## src/rtl/unary_expander127.sv

```systemverilog
// -----------------------------------------------------------------------------
// unary_expander127
//   Sequential count-to-thermometer decoder. Accepts a count k over a
//   valid/ready handshake and builds a W-bit word with exactly k ones,
//   LSB-first, one bit per clock. Each bit is streamed serially as it is built.
//
// Ports
//   clk        rising-edge clock
//   rst_n      synchronous active-low reset
//   in_count   requested number of ones k (CW bits)
//   in_valid   in_count valid
//   in_ready   block can accept a count (IDLE)
//   ser_bit    serial bit j of the word, 0 when ser_valid is low
//   ser_valid  ser_bit meaningful (SHIFT)
//   out_word   completed thermometer word (qualify with out_valid)
//   out_valid  out_word complete and held (DONE)
//   out_ready  consumer accepts out_word
//   busy       high in SHIFT or DONE
// -----------------------------------------------------------------------------
module unary_expander127 #(
  parameter int n = 6
) (
  input  logic                   clk,
  input  logic                   rst_n,
  input  logic [n:0]             in_count,
  input  logic                   in_valid,
  output logic                   in_ready,
  output logic                   ser_bit,
  output logic                   ser_valid,
  output logic [2**(n+1)-2:0]    out_word,
  output logic                   out_valid,
  input  logic                   out_ready,
  output logic                   busy
);

  localparam int W  = 2**(n+1) - 1;
  localparam int CW = n + 1;

  typedef enum logic [1:0] {
    IDLE  = 2'd0,
    SHIFT = 2'd1,
    DONE  = 2'd2
  } state_t;

  state_t          state;
  logic [CW-1:0]   k_reg;
  logic [CW-1:0]   idx;
  logic [W-1:0]    sh;
  logic            bit_now;

  // Current thermometer bit; only meaningful while shifting.
  assign bit_now = (state == SHIFT) && (idx < k_reg);

  always_ff @(posedge clk) begin
    if (!rst_n) begin
      state <= IDLE;
      k_reg <= '0;
      idx   <= '0;
      sh    <= '0;
    end else begin
      case (state)
        IDLE: begin
          if (in_valid) begin
            k_reg <= in_count;
            idx   <= '0;
            sh    <= '0;
            state <= SHIFT;
          end
        end
        SHIFT: begin
          // New bit enters at the MSB; after W shifts bit 0 sits in sh[0].
          sh <= {bit_now, sh[W-1:1]};
          if (idx == CW'(W-1)) begin
            idx   <= '0;
            state <= DONE;
          end else begin
            idx <= idx + CW'(1);
          end
        end
        DONE: begin
          if (out_ready) state <= IDLE;
        end
        default: state <= IDLE;
      endcase
    end
  end

  // All outputs decode registered state only.
  assign in_ready  = (state == IDLE);
  assign ser_valid = (state == SHIFT);
  assign ser_bit   = bit_now;
  assign out_valid = (state == DONE);
  assign busy      = (state == SHIFT) || (state == DONE);
  assign out_word  = sh;

endmodule

```

## config.mk

```make
export PLATFORM = sky130hd
export DESIGN_NAME = unary_expander127
export DESIGN_NICKNAME = d
export VERILOG_FILES = /design/src/rtl/unary_expander127.sv
export SDC_FILE = /design/constraint.sdc
export NUM_CORES = 1
export LEC_CHECK = 0
export CAP_MARGIN = 10
export CELL_PAD_IN_SITES_DETAIL_PLACEMENT = 0
export CELL_PAD_IN_SITES_GLOBAL_PLACEMENT = 1
export CORE_MARGIN = 2
export CORE_UTILIZATION = 40
export CTS_CLUSTER_SIZE = 20
export DETAILED_ROUTE_END_ITERATION = 6
export PLACE_DENSITY_LB_ADDON = 0.1
export SETUP_SLACK_MARGIN = 0.3
export SLEW_MARGIN = 25
export SYNTH_ARGS = -nofsm -noshare
export SYNTH_HDL_FRONTEND = slang
export SYNTH_SLANG_ARGS = --single-unit
```

## constraint.sdc

```tcl
create_clock -name clk -period 2.7 [get_ports clk]
set_input_delay 0.405 -clock clk [delete_from_list [all_inputs] [get_ports clk]]
set_output_delay 0.405 -clock clk [all_outputs]
set_load 0.05 [all_outputs]
```

==> flow_summary_export.csv <==
group,metric,value,unit
clock_network,numCtsBuffers,17,
yosys,netlist_instances,539,
route,ant_nets,0,
floorplan,die_x,122,um
clock_network,cts_max_level,4,
global_route,grt_usage,17.0,%
route,num_vias,4363,
yosys,synth_top_area_share,51.7,%
clock_network,postCtsSetupRepairBufs,0,
place,io_buffers,142,
floorplan,dieArea,0.0148,mm^2
sta,fmax,0.439,GHz
setup_path,path_class,"flop to primary output",
sta,min_period,2.28,ns
finish,drive_above_1_share,7.27,%
power,power.leakage,2.54,nW
clock_network,cts_resized,3,
floorplan,ios,143,
route,drt-initial-drc-count,215,
route,routed_wl,12.5,mm
floorplan,core,0.0134,mm^2
setup_path,critPathSlowestCell,"dfxtp_1",
sta,setup_viol,0,
setup_path,start_kind,"flop",
setup_path,end_kind,"primary output",
sta,whs,0.467,ns
finish,final_net_count,685,
global_route,grt_max_degree,80,
clock_network,cts_tree,"done",
setup_path,critical_path_arrival,1.87,ns
sta,rsz0062_at_grt,"false",
route,drc,0,
place,finalWeightedCongestion,0.777,
route,post_drt_wl_per_cell,14.7,um
setup_path,required,2.30,ns
setup_path,crit_path_max_fanout,2,
yosys,synth_commonest_cells,"143 x dfxtp_1, 128 x nor2b_1, 126 x a22oi_1",
yosys,ys_seq_area_share,51.7,%
setup_path,path_cells,"inv_1 -> ha_1 -> a21o_1 -> a31oi_1 -> o31a_1 -> buf_4",
place,place_hpwl,8.00,mm
route,via_per_inst,5.13,
place,place_inst,818,
clock_network,clock_latency,0.41,ns
yosys,synth_most_common_cell,"dfxtp_1",
sta,hold_violations,0,
clock_network,clock_path_buffers,2,
sta,fin_skew,0.00649,ns
sta,fin_tns_setup,0,ns
clock_network,cts_sinks,143,
sta,relSlewSlack,62.8,%
sta,post-route-period-util,84.4,%
yosys,synth_fp_nets,563,
clock_network,path_clk_slew,0.06,ns
global_route,grt_overflow,0,
yosys,ys.flop_type,"dfxtp_1",
power,irDropWorstVdd,0.508,mV
route,drt-pass1-iter-count,6,
finish,diodes,0,
run,maxCapViolCount,0,
yosys,ys_async_sr_fraction,0,%
yosys,syn_area_per_cell,10.3,um^2
power,p_per_area,782,mW/mm^2
setup_path,critical-path-max-stage-delay,0.32,ns
setup_path,cp_top_family,"compound AO/OA/AOI/OAI gates",
finish,largest_reg_flops,127,
status,status,"finished clean",
global_route,grt_pass1_vias,4040,
power,p_total,0.00602,W
floorplan,num_rows,42,
setup_path,crit_buf_inv,2,
clock_network,root_buffer,"clkbuf_16",
yosys,synth_top_area_cell,"dfxtp_1",
floorplan,die_h,122,um
finish,areaGrowthSynthToFinish,39.1,%
sta,worst_pin_slew,0.556,ns
yosys,yosysWarningCount,0,
clock_network,ctsHoldBuffers,0,
sta,report.final.slew_viol_count,0,
yosys,synth_edf_count,0,
global_route,grt_pass1_wl,20.0,mm
yosys,synth.area.top_cells,"dfxtp_1 52%, a22oi_1 17%, nor2b_1 14%",
global_route,antenna_found_initial,0,
yosys,synth-seq-cells,143,
finish,final_cells,850,
yosys,synthDistinctLibCells,35,
min_path,hp-class,"flop to flop",
yosys,synth.cell_area,0.00554,mm^2
floorplan,start_util,41.3,%
through the flow:
step                util (%)  worst slack, ns  instance area [um^2]
floorplan                  -            0.656                  5540
global placement        52.4            0.602                  7030
detailed placement      52.4            0.520                  7030
CTS                     57.5            0.305                  7700
global route            57.5            0.314                  7700
finish                  57.5            0.422                  7700
final timing paths:
| check | slack (ns) | end | cells after the start | startpoint |
|---|---|---|---|---|
| setup reg to reg | 0.55 | out_word[48] | 7 | state[0] |
| setup / recovery | 0.42 | ser_bit | 6 | k_reg[2] |
| hold reg to reg | 0.47 | k_reg[5] | 2 | k_reg[5] |
| hold / removal | 0.47 | k_reg[5] | 2 | k_reg[5] |
per-layer routing:
| layer | up-vias | global-route usage (%) | wire, um |
|---|---|---|---|
| li1 | 2151 | - | - |
| met1 | 2087 | 21.3 | 5630 |
| met2 | 105 | 27.0 | 5860 |
| met3 | 20 | 5.29 | 786 |
| met4 | 0 | 7.47 | 228 |
| met5 | - | 0 | 0 |
cell usage in the layout (no fill, tap or decap), types with 2 or more instances in the layout:
master           netlist  routed
mux2i_1                2       2
buf_12                 0       5
nor2b_1              128     128
nand2_1               17      17
clkdlybuf4s50_1        0     137
dfxtp_1              143     142
ha_1                  13      13
clkinvlp_4             0       2
buf_4                 13       4
a22oi_1              126     126
nand3_1                9       9
and3_1                 3       3
a21boi_0               7       7
clkbuf_16              0      17
nor2_1                 7       7
xor2_1                 4       4
clkinv_4               0       3
bufinv_16              0       6
nand4_1                4       4
inv_1                 11      11
a31oi_1                2       2
dlygate4sd2_1          0       3
final cells by class:
| type | count | area (um^2) |
|---|---|---|
| Timing Repair Buffer | 149 | 1530 |
| Multi-Input combinational cell | 339 | 2370 |
| Clock inverter | 13 | 235 |
| Fill cell | 1169 | 5700 |
| Sequential cell | 143 | 2860 |
| Clock buffer | 19 | 443 |
| Inverter | 11 | 41.3 |
| Tap cell | 176 | 220 |
worst min-delay path, cell delays in order (launching register included):
cell and delay (ns):
dfxtp_1 0.31, nand2_1 0.05, a21boi_0 0.06
cells by family (layout without fill, tap and decap cells):
logic type | count (synthesis) | count (layout) | share of synthesized area (%)
AO/OA/AOI/OAI | 144 | 144 | 19.8
XOR/XNOR | 4 | 4 | 0.633
adder cells (fa/ha/maj) | 13 | 13 | 2.94
buffers and inverters | 57 | 192 | 5.58
flip-flops | 143 | 143 | 51.7
multiplexers | 3 | 3 | 0.565
AND/OR/NAND/NOR | 175 | 175 | 18.8
where the power goes:
group | switching [W] | internal, W
clock network | 0.000886 | 0.00176
logic | 0.000843 | 0.000338
registers | 0.0000403 | 0.00215
total | 0.00177 | 0.00426
(Power assumes the default switching activity.)
